--- config.mk ---
export PLATFORM = sky130hd
export DESIGN_NAME = nibble_serial_adder_flat
export DESIGN_NICKNAME = d
export VERILOG_FILES = /design/src/rtl/nibble_serial_adder_pkg.sv /design/src/rtl/nibble_serial_adder_if.sv /design/src/rtl/nibble_serial_adder_cla.sv /design/src/rtl/nibble_serial_adder.sv /design/src/flat_wrapper.sv
export SDC_FILE = /design/constraint.sdc
export NUM_CORES = 1
export LEC_CHECK = 0
export ABC_AREA = 0
export BUFFER_PORTS_ARGS = -buffer_cell sky130_fd_sc_hd__buf_2
export CAP_MARGIN = 10
export CORE_ASPECT_RATIO = 0.9
export CORE_MARGIN = 2
export CORE_UTILIZATION = 45
export DETAILED_ROUTE_END_ITERATION = 8
export PLACE_DENSITY = 0.77
export SLEW_MARGIN = 10
export SYNTH_ARGS = -nofsm -noshare
export SYNTH_HDL_FRONTEND = slang
export SYNTH_HIERARCHICAL = 1
export SYNTH_SLANG_ARGS = --single-unit
--- constraint.sdc ---
create_clock -name clk -period 4 [get_ports clk]
set_input_delay 0.2 -clock clk [delete_from_list [all_inputs] [get_ports clk]]
set_output_delay 0.2 -clock clk [all_outputs]
set_load 0.05 [all_outputs]
--- src/rtl/nibble_serial_adder_pkg.sv ---
// Shared definitions for the nibble-serial adder: FSM encoding, slice width
// and helpers that size the nibble index from the operand width.
package nibble_adder_pkg;

   localparam int NIBBLE_W = 4;

   typedef enum logic [1:0] {
      IDLE = 2'd0,
      RUN  = 2'd1,
      DONE = 2'd2
   } state_e;

   function automatic int nib_count(input int width);
      return width / NIBBLE_W;
   endfunction

   // A single-nibble build still needs a 1-bit index register.
   function automatic int idx_width(input int width);
      int nib;
      nib = width / NIBBLE_W;
      return (nib > 1) ? $clog2(nib) : 1;
   endfunction

endpackage

--- src/rtl/nibble_serial_adder_if.sv ---
// Operand and result handshake bundle for nibble_serial_adder.
// The adder is the slave; the producer/consumer side is the master.
interface nibble_serial_adder_if #(
   parameter int WIDTH = 16
);
   logic             in_valid;
   logic             in_ready;
   logic [WIDTH-1:0] a;
   logic [WIDTH-1:0] b;
   logic             cin;
   logic             out_valid;
   logic             out_ready;
   logic [WIDTH-1:0] sum;
   logic             cout;
   logic             ovf;

   modport master (
      output in_valid, a, b, cin, out_ready,
      input  in_ready, out_valid, sum, cout, ovf
   );

   modport slave (
      input  in_valid, a, b, cin, out_ready,
      output in_ready, out_valid, sum, cout, ovf
   );
endinterface

--- src/rtl/nibble_serial_adder_cla.sv ---
// Existing 4-bit carry-lookahead adder slice, fully combinational.
module CarryLookAhead_Adder (
   output logic [3:0] Sum,
   output logic       Cout,
   input  logic [3:0] A,
   input  logic [3:0] B,
   input  logic       Cin
);
   logic [3:0] g_s;
   logic [3:0] p_s;
   logic [4:0] c_s;

   assign g_s = A & B;
   assign p_s = A ^ B;

   assign c_s[0] = Cin;
   assign c_s[1] = g_s[0] | (p_s[0] & Cin);
   assign c_s[2] = g_s[1] | (p_s[1] & g_s[0]) | (p_s[1] & p_s[0] & Cin);
   assign c_s[3] = g_s[2] | (p_s[2] & g_s[1]) | (p_s[2] & p_s[1] & g_s[0])
                 | (p_s[2] & p_s[1] & p_s[0] & Cin);
   assign c_s[4] = g_s[3] | (p_s[3] & g_s[2]) | (p_s[3] & p_s[2] & g_s[1])
                 | (p_s[3] & p_s[2] & p_s[1] & g_s[0])
                 | (p_s[3] & p_s[2] & p_s[1] & p_s[0] & Cin);

   assign Sum  = p_s ^ c_s[3:0];
   assign Cout = c_s[4];
endmodule

--- src/rtl/nibble_serial_adder.sv ---
// Wide adder that reuses one 4-bit CLA slice, one nibble per clock, LSB first,
// with the inter-nibble carry held in a register.
module nibble_serial_adder
   import nibble_adder_pkg::*;
#(
   parameter int WIDTH = 16
) (
   input  logic                  clk,
   input  logic                  rst,
   nibble_serial_adder_if.slave  bus
);
   localparam int NIB = nib_count(WIDTH);
   localparam int IW  = idx_width(WIDTH);
   localparam logic [IW-1:0] IDX_LAST = IW'(NIB - 1);

   localparam logic [1:0] S_IDLE = IDLE;
   localparam logic [1:0] S_RUN  = RUN;
   localparam logic [1:0] S_DONE = DONE;

   logic [1:0]       state_q,     state_d;
   logic [IW-1:0]    idx_q,       idx_d;
   logic [WIDTH-1:0] a_q,         a_d;
   logic [WIDTH-1:0] b_q,         b_d;
   logic             carry_q,     carry_d;
   logic [WIDTH-1:0] sum_q,       sum_d;
   logic             cout_q,      cout_d;
   logic             ovf_q,       ovf_d;
   logic             out_valid_q, out_valid_d;

   logic [3:0] nib_a_s;
   logic [3:0] nib_b_s;
   logic [3:0] cla_sum_s;
   logic       cla_cout_s;

   always_comb begin
      nib_a_s = 4'd0;
      nib_b_s = 4'd0;
      for (int i = 0; i < NIB; i++) begin
         if (idx_q == IW'(i)) begin
            nib_a_s = a_q[i*NIBBLE_W +: NIBBLE_W];
            nib_b_s = b_q[i*NIBBLE_W +: NIBBLE_W];
         end else begin
            nib_a_s = nib_a_s;
            nib_b_s = nib_b_s;
         end
      end
   end

   CarryLookAhead_Adder u_cla (
      .Sum  (cla_sum_s),
      .Cout (cla_cout_s),
      .A    (nib_a_s),
      .B    (nib_b_s),
      .Cin  (carry_q)
   );

   always_comb begin
      state_d     = state_q;
      idx_d       = idx_q;
      a_d         = a_q;
      b_d         = b_q;
      carry_d     = carry_q;
      sum_d       = sum_q;
      cout_d      = cout_q;
      ovf_d       = ovf_q;
      out_valid_d = out_valid_q;
      case (state_q)
         S_IDLE: begin
            if (bus.in_valid) begin
               a_d     = bus.a;
               b_d     = bus.b;
               carry_d = bus.cin;
               idx_d   = '0;
               state_d = S_RUN;
            end else begin
               state_d = S_IDLE;
            end
         end
         S_RUN: begin
            for (int i = 0; i < NIB; i++) begin
               if (idx_q == IW'(i)) begin
                  sum_d[i*NIBBLE_W +: NIBBLE_W] = cla_sum_s;
               end else begin
                  sum_d = sum_d;
               end
            end
            carry_d = cla_cout_s;
            idx_d   = idx_q + IW'(1);
            // Overflow uses the freshly written top nibble, not the stale sum_q.
            if (idx_q == IDX_LAST) begin
               idx_d       = '0;
               cout_d      = cla_cout_s;
               ovf_d       = (a_q[WIDTH-1] == b_q[WIDTH-1]) && (sum_d[WIDTH-1] != a_q[WIDTH-1]);
               out_valid_d = 1'b1;
               state_d     = S_DONE;
            end else begin
               state_d = S_RUN;
            end
         end
         S_DONE: begin
            if (bus.out_ready) begin
               out_valid_d = 1'b0;
               state_d     = S_IDLE;
            end else begin
               state_d = S_DONE;
            end
         end
         default: begin
            state_d     = S_IDLE;
            out_valid_d = 1'b0;
         end
      endcase
   end

   always_ff @(posedge clk) begin
      if (rst) begin
         state_q     <= S_IDLE;
         idx_q       <= '0;
         a_q         <= '0;
         b_q         <= '0;
         carry_q     <= 1'b0;
         sum_q       <= '0;
         cout_q      <= 1'b0;
         ovf_q       <= 1'b0;
         out_valid_q <= 1'b0;
      end else begin
         state_q     <= state_d;
         idx_q       <= idx_d;
         a_q         <= a_d;
         b_q         <= b_d;
         carry_q     <= carry_d;
         sum_q       <= sum_d;
         cout_q      <= cout_d;
         ovf_q       <= ovf_d;
         out_valid_q <= out_valid_d;
      end
   end

   assign bus.in_ready  = (state_q == S_IDLE) && !rst;
   assign bus.out_valid = out_valid_q;
   assign bus.sum       = sum_q;
   assign bus.cout      = cout_q;
   assign bus.ovf       = ovf_q;

endmodule

--- src/flat_wrapper.sv ---
// flat-port wrapper written by rule: the top's interface ports become plain ports
module nibble_serial_adder_flat import nibble_adder_pkg::*;
#(
   parameter int WIDTH = 16
)
  (clk, rst, bus_in_valid, bus_a, bus_b, bus_cin, bus_out_ready, bus_in_ready, bus_out_valid, bus_sum, bus_cout, bus_ovf);
  nibble_serial_adder_if #(.WIDTH(WIDTH)) bus_i ();
  input  logic clk;
  input  logic rst;
  input wire logic [$bits(bus_i.in_valid)-1:0] bus_in_valid;
  input wire logic [$bits(bus_i.a)-1:0] bus_a;
  input wire logic [$bits(bus_i.b)-1:0] bus_b;
  input wire logic [$bits(bus_i.cin)-1:0] bus_cin;
  input wire logic [$bits(bus_i.out_ready)-1:0] bus_out_ready;
  output wire logic [$bits(bus_i.in_ready)-1:0] bus_in_ready;
  output wire logic [$bits(bus_i.out_valid)-1:0] bus_out_valid;
  output wire logic [$bits(bus_i.sum)-1:0] bus_sum;
  output wire logic [$bits(bus_i.cout)-1:0] bus_cout;
  output wire logic [$bits(bus_i.ovf)-1:0] bus_ovf;
  assign bus_i.in_valid = bus_in_valid;
  assign bus_i.a = bus_a;
  assign bus_i.b = bus_b;
  assign bus_i.cin = bus_cin;
  assign bus_i.out_ready = bus_out_ready;
  assign bus_in_ready = bus_i.in_ready;
  assign bus_out_valid = bus_i.out_valid;
  assign bus_sum = bus_i.sum;
  assign bus_cout = bus_i.cout;
  assign bus_ovf = bus_i.ovf;
  nibble_serial_adder #(.WIDTH(WIDTH)) u_core (.clk(clk), .rst(rst), .bus(bus_i));
endmodule
==> metrics.md, run 1 <==
| Metric | Value |
|---|---|
| Layout cells sized above 1 | `26.3%` |
| Worst vdd ir | `0.149 mV` |
| Post-cts sizing count | `0` |
| GRT Total Usage | `18.5%` |
| Setup_tns | `0 ps` |
| Port Buffers | `56` |
| DRC Markers | `0` |
| Grt met1 use | `24.6%` |
| Post-route clock period utilization | `89.4%` |
| Layout area overhead | `13.3%` |
| Setup Skew | `4.47 ps` |
| RSZ-0062 raised after global routing | `false` |
| Worst Setup SP | `u_core/idx_q[1]` |
| Clock Latency Late Sink | `300 ps` |
| Worst Min Path Start | `bus_b[13]` |
| M3 GR Usage | `4.88%` |
| Reg2reg path depth | `12` |
| Root Driver | `clkbuf_8` |
| Total chip power | `0.00114 W` |
| Slowest CP cell | `nor2b_1` |
| Avg Cell Area, Syn | `8.82 sq um` |
| Setup violators final | `0` |
| Final Max Tran Viols | `0` |
| Netlist Area Pre-Place | `2600 sq um` |
| Routed Antenna Nets | `0` |
| Post-synthesis adder-cell area fraction | `4.62%` |
| CTS Buf Count | `5` |
| Reg2reg start | `u_core/idx_q[1]` |
| Proportion of synthesized area in mux cells | `7.31%` |
| Final Util | `52.4%` |
| Startpoint class of the critical path | `register` |
| I/O pin cnt | `57` |
| Achievable Freq | `280 MHz` |
| Sw Ratio | `26.6%` |
| Clk pwr share | `31.3%` |
| DP HPWL | `4050 um` |
| Fin cells | `409` |
| Pwr/cell area | `387 nW/um^2` |
| Initial Util | `46.2%` |
| CTS max path bufs | `2` |
| Row count | `26` |
| Slew of the pin with the lowest slew margin | `1100 ps` |
| CP max stage delay | `470 ps` |
| Critical-path maximum fanout | `10` |
| Die area | `6410 sq um` |
| Chip width | `84.1 um` |
| Starting DRT DRC Count | `150` |
| Syn. warnings | `6` |
| Final nets | `384` |
| Largest family of logic cells by synthesized area | `simple AND/OR/NAND/NOR gates` |
| Int Power | `0.000838 W` |
| Comb pwr share | `15.6%` |
| P_sw | `0.000303 W` |
| Length of the first detailed-routing pass in iterations | `5` |
| Max cap viols | `0` |
| Mapped Nets | `341` |
| Core area | `5630 sq um` |
| Power share of the sequential group | `53.0%` |
| DR vias | `2101` |
| CP Data Arrival Time | `3790 ps` |
| Clock Sinks | `56` |
| WS Path Type | `register to register` |
| WP depth | `12` |
| Post-synthesis compound-gate area fraction | `16.2%` |
| First-pass GRT wire length | `9600 um` |
| CTS H-Tree Depth | `2` |
| Cts hold-fix bufs | `0` |
| CP endpoint kind | `register` |
| Grt total ovfl | `0` |
| WL/cell | `13.5 um` |
| Synth cell types | `32` |
| CTS tree | `yes` |
| DRT Wirelength | `5530 um` |
| Largest net degree at the start of global routing | `33` |
| Vias per cell | `5.14` |
| Hold Fails Final Rpt | `0` |
| R2r endpoint | `u_core/bus.ovf` |
| Syn Inst Count | `295` |
| CP top delay family | `compound AO/OA/AOI/OAI gates` |
| Leakage power | `1.35 nW` |
| Worst min path class | `primary input to register` |
| Seq/Total Area, Yosys | `43.1%` |
| Antenna Cells | `0` |
| # Post-CTS Setup Buffers | `0` |
| Cell Chain, Critical Path | `inv_1, ha_1, nor2b_1, a221oi_1, o31ai_1, ha_1, a21o_1, a31o_1, xor2_1, nor3b_1, nor2_1, a221oi_1` |
| Post-synthesis register bit count | `56` |
| Layer carrying the most global-route usage | `met2` |
| Slew HR | `26.3%` |
| Die height | `76.1 um` |
| Initial antenna violation count | `0` |
| Vias in the first global route | `2055` |
| XOR/XNOR share of the synthesized area | `1.01%` |
| Placer congestion estimate | `0.828` |
| Worst Path Required | `4210 ps` |
| GR met2 Demand/Resource | `28.9%` |
| Total placed cells including tap cells | `401` |
| Run status | `finished clean` |
| Worst-path clk slew | `90 ps` |
| CP Capture Point | `u_core/bus.ovf` |
| R2R Setup Slk | `420 ps` |
| CP Buf/Inv Count | `1` |
| Simple-Gate Fraction of Synth Area | `20.7%` |
| Period minus WS final | `3580 ps` |
placed cells by master, fill, tap and decap left out, drive strengths merged, types with 2 or more instances in the layout:
master and instances:
nor2 22, nor2b 9, nand2 73, inv 10
xnor2 2, a221oi 10, nor3b 2, a21o 3
a32oi 2, buf 58, nor3 2, dfxtp 56
mux2i 19, nand3b 5, ha 8, a21oi 35
clkbuf 6, o31ai 8
sequential cells by signal, summed over array words and instances, names as in the netlist:
register and cells:
u_core/bus.cout 1, u_core/bus.ovf 1, u_core/b_q 16, u_core/bus.out_valid 1
u_core/carry_q 1, u_core/state_q 2, u_core/a_q 16, u_core/idx_q 2
u_core/bus.sum 16
cells in the mapped netlist, drive strengths merged:
cell    instances  area (sq um)
dfxtp          56          1120
clkbuf          7          26.3
buf            15           119
a31o            1          8.76
o21bai          1          7.51
a21oi          35           213
or2b            1          7.51
a32oi           2          17.5
nor3            2          10.0
o21ai           1          5.00
nor2b           9          56.3
or3b            1          8.76
nor3b           2          26.3
xnor2           2          17.5
nor2           22          82.6
a221oi         10          87.6
fa              1          20.0
nand3b          5          48.8
xor2            1          8.76
o31ai           8          60.1
mux2i          19           190
nand2          73           299
a21o            3          22.5
ha              8           100
inv            10          37.5
final cells by class:
class | count | area [sq um]
clock buffers | 6 | 72.6
clock inverters | 2 | 35.0
fillers | 542 | 2680
inverters | 10 | 37.5
multi-input cells | 207 | 1300
flip-flops and latches | 56 | 1120
well taps | 70 | 87.6
repair buffers | 58 | 295
how the worst min path moves through the flow:
stage | to | slack (ps) | cells past startpoint
2_1_floorplan | u_core/a_q[10] | 340 | 2
3_3_place_gp | u_core/b_q[14] | 450 | 3
3_5_place_dp | u_core/b_q[13] | 450 | 3
4_1_cts | u_core/b_q[13] | 120 | 3
5_1_grt | u_core/b_q[13] | 120 | 3
6_report | u_core/b_q[13] | 120 | 3
cells by family (layout without fill, tap and decap cells):
kind of cell | count (synthesis) | in the layout
AO/OA/AOI/OAI | 61 | 61
XOR/XNOR | 3 | 3
adder cells (fa/ha/maj) | 9 | 9
buffers and inverters | 32 | 76
flip-flops | 56 | 56
multiplexers | 19 | 19
AND/OR/NAND/NOR | 115 | 115
power by group through the flow:
stage | registers (W) | logic [W] | clock network (W)
floorplan | 0.000625 | 0.000128 | 0
global placement | 0.000617 | 0.000173 | 0
detailed placement | 0.000618 | 0.000178 | 0
CTS | 0.000605 | 0.000179 | 0.000366
global route | 0.000609 | 0.000199 | 0.000392
finish | 0.000605 | 0.000178 | 0.000357
metal layers:
layer,vias to the layer above,wire length [um]
met4,0,67
met5,-,0
li1,1074,-
met3,7,315
met2,53,2540
met1,967,2600
worst register-to-register path, cell delays in order, from the launching register on:
cell      delay (ps)
dfxtp_1          390
inv_1             80
ha_1             310
nor2b_1          470
a221oi_1         180
o31ai_1          360
ha_1             290
a21o_1           190
a31o_1           240
xor2_1           370
nor3b_1          270
nor2_1            80
a221oi_1         270
stage by stage:
step           area [sq um]  hold slack, ps  worst slack, ps
6_report               2950             121              423
4_1_cts                2950             116              470
3_5_place_dp           2840             446              492
3_3_place_gp           2840             445              747
5_1_grt                2950             120              142
2_1_floorplan          2600             336             1130
Power figures use the tool's default switching activity.
==> run 2, diff against run 1 <==
Settings changed: PLACE_DENSITY 0.77 to 0.8.
Clock period 4 ns to 3.2 ns, I/O delays scaled along.
==> run 2 against run 1 <==
Fmax up 22%. Clock-buffer cell count down 1. Combinational power increased by 32%. Worst hold slack worse by 43 ps. Die area unchanged. Non-clock buffer count is 5 higher. Utilization is 0.64 points higher. Via count rose by 1.1%. Critical endpoint unchanged. Largest cell class unchanged.
==> metrics.md, run 2 (synthesis gave the netlist of run 1 again) <==
| Metric | Value |
|---|---|
| Run status | `finished clean` |
| Setup_tns | `0 ps (unchanged)` |
| Final nets | `389 (+1.3%)` |
| CTS max path bufs | `2 (unchanged)` |
| DR vias | `2124 (+1.1%)` |
| Largest net degree at the start of global routing | `35 (+6.1%)` |
| Reg2reg start | `u_core/idx_q[0]` |
| Pwr/cell area | `463 nW/um^2 (+20%)` |
| Hold Fails Final Rpt | `0 (unchanged)` |
| Clock Latency Late Sink | `320 ps (+20 ps)` |
| Most frequent cells in the layout | `nand2_1, buf_2, dfxtp_1` |
| Layout fillers | `533 (-1.7%)` |
| Critical-path maximum fanout | `7 (-3)` |
| Achievable Freq | `340 MHz (+22%)` |
| R2r endpoint | `u_core/bus.ovf` |
| Startpoint class of the critical path | `register` |
| Slew HR | `55.9% (+30 points)` |
| Fin area | `2980 sq um (+1.2%)` |
| Row count | `26 (unchanged)` |
| CP Data Arrival Time | `3160 ps (-630 ps)` |
| Clock Sinks | `56 (unchanged)` |
| DP HPWL | `4180 um (+3.2%)` |
| Comb pwr share | `17.0% (+1.4 points)` |
| Slew of the pin with the lowest slew margin | `662 ps (-443 ps)` |
| Leakage power | `1.37 nW (+1.3%)` |
| Max cap viols | `0 (unchanged)` |
| Placed Instance Area | `2880 sq um (+1.3%)` |
| Period minus WS final | `2940 ps (-634 ps)` |
| Clk pwr share | `28.2% (-3.1 points)` |
| WL/cell | `13.8 um (+1.9%)` |
| Setup violators final | `0 (unchanged)` |
| Worst Hold Margin | `77.6 ps (-43.4 ps)` |
| Antenna Cells | `0 (unchanged)` |
| Chip width | `84.1 um (unchanged)` |
| CTS H-Tree Depth | `2 (unchanged)` |
| Sw Ratio | `29.2% (+2.6 points)` |
| Worst min path class | `primary input to register` |
| CP endpoint kind | `register` |
| Port Buffers | `56 (unchanged)` |
| GRT Total Usage | `18.6% (+0.14 points)` |
| Die area | `6410 sq um (unchanged)` |
| Commonest non-fill, non-tap cell in the layout | `nand2_1` |
| Hold Crit Endpoint | `u_core/b_q[14]` |
| Power share of the sequential group | `54.8% (+1.8 points)` |
| Worst vdd ir | `0.211 mV (+42%)` |
| Core area | `5630 sq um (unchanged)` |
| Worst Min Path Start | `bus_b[14]` |
| I/O pin cnt | `57 (unchanged)` |
| Vias per cell | `5.13 (-0.13%)` |
| Hold path depth | `3 (unchanged)` |
| CTS Buf Count | `5 (unchanged)` |
| Final Worst Setup Slack | `258 ps (-166 ps)` |
| Vias in the first global route | `2042 (-0.63%)` |
| DRT Wirelength | `5700 um (+3.1%)` |
| First-pass GRT wire length | `9730 um (+1.3%)` |
| Cts hold-fix bufs | `0 (unchanged)` |
| Place WS | `146 ps (-346 ps)` |
| P_sw | `0.000403 W (+33%)` |
| Length of the first detailed-routing pass in iterations | `4 (-1)` |
| WS Path Type | `register to register` |
| Post-route clock period utilization | `91.9% (+2.5 points)` |
| RSZ-0062 raised after global routing | `false` |
| Initial antenna violation count | `0 (unchanged)` |
| Layout area overhead | `14.7%` |
| Layout cells sized above 1 | `28.8% (+2.5 points)` |
| Final Max Tran Viols | `0 (unchanged)` |
| Setup Skew | `10.6 ps (+6.17 ps)` |
| Routed Antenna Nets | `0 (unchanged)` |
| Starting DRT DRC Count | `120 (-20%)` |
| Grt total ovfl | `0 (unchanged)` |
| CTS tree | `yes` |
| Initial Util | `46.2% (unchanged)` |
| Worst-path clk slew | `110 ps (+20 ps)` |
| Placer congestion estimate | `0.871 (+5.3%)` |
| DRC Markers | `0 (unchanged)` |
| Int Power | `0.000979 W (+17%)` |
| Total chip power | `0.00138 W (+21%)` |
| Root Driver | `clkbuf_8` |
| Worst Path Required | `3420 ps (-790 ps)` |
| Die height | `76.1 um (unchanged)` |
| Reg2reg path depth | `13 (+1)` |
| R2R Setup Slk | `260 ps (-170 ps)` |
## run 2: cell count changes in the layout (fill, tap and decap cells not counted), moves of 2 or more
cell / previous run / this run
clkinvlp_4: 0 / 2
dfxtp_1: 56 / 54
dfxtp_2: 0 / 2
buf_4: 2 / 7
## run 2: worst max-delay path by stage
stage                                end            start  depth (start not counted)  slack (ps)
after detailed placement  u_core/bus.ovf  u_core/idx_q[0]                         13         150
after floorplan           u_core/bus.ovf  u_core/idx_q[1]                         14         330
after global routing      u_core/bus.ovf  u_core/idx_q[0]                         13           8
after global placement    u_core/bus.ovf  u_core/idx_q[0]                         13         380
after CTS                 u_core/bus.ovf  u_core/idx_q[0]                         13         150
final                     u_core/bus.ovf  u_core/idx_q[0]                         13         260
## run 2: timing repair
action                     in CTS  in global routing
gates resized for setup         0                  4
setup endpoints to repair       0                  1
setup buffers                   0                  0
## run 2: critical path, stage by stage, from the launching register on
cell      delay, ps
dfxtp_2         370
inv_1            70
ha_1            210
nor2b_1         150
buf_4           160
a221oi_2        270
o31ai_2         120
ha_1            330
a21o_1          200
a31o_1          240
xor2_1          160
nor3b_1         200
nor2_1           60
a221oi_1        300
## run 2: layout make-up
class                   instances  area, sq um  area share, %
inverters                      10         37.5           1.26
flip-flops and latches         56         1120           37.7
clock inverters                 3         23.8          0.797
well taps                      70         87.6           2.94
repair buffers                 63          333           11.2
clock buffers                   5         68.8           2.31
multi-input cells             207         1310           43.9
## run 2: power by group through the flow
stage | sequential, W | combinational [W] | clock, W
3_3_place_gp | 0.000771 | 0.000225 | 0
2_1_floorplan | 0.000781 | 0.000159 | 0
4_1_cts | 0.000756 | 0.000233 | 0.000397
6_report | 0.000757 | 0.000235 | 0.000390
5_1_grt | 0.000761 | 0.000259 | 0.000430
3_5_place_dp | 0.000772 | 0.000232 | 0
## run 2: layer usage
layer  up-vias  global-route usage (%)  share of wire (%)
met5         -                       0                  0
met4         0                    5.32                1.1
met3         6                    6.18                5.1
met2        41                    28.2                 45
met1       992                    25.3                 49
li1       1085                       -                  -
## run 2: through the flow
stage / std cells / util, %
2_1_floorplan: 295 / -
3_3_place_gp: 406 / 51.1
6_report: 414 / 53.0
5_1_grt: 414 / 53.0
3_5_place_dp: 406 / 51.1
4_1_cts: 414 / 52.8
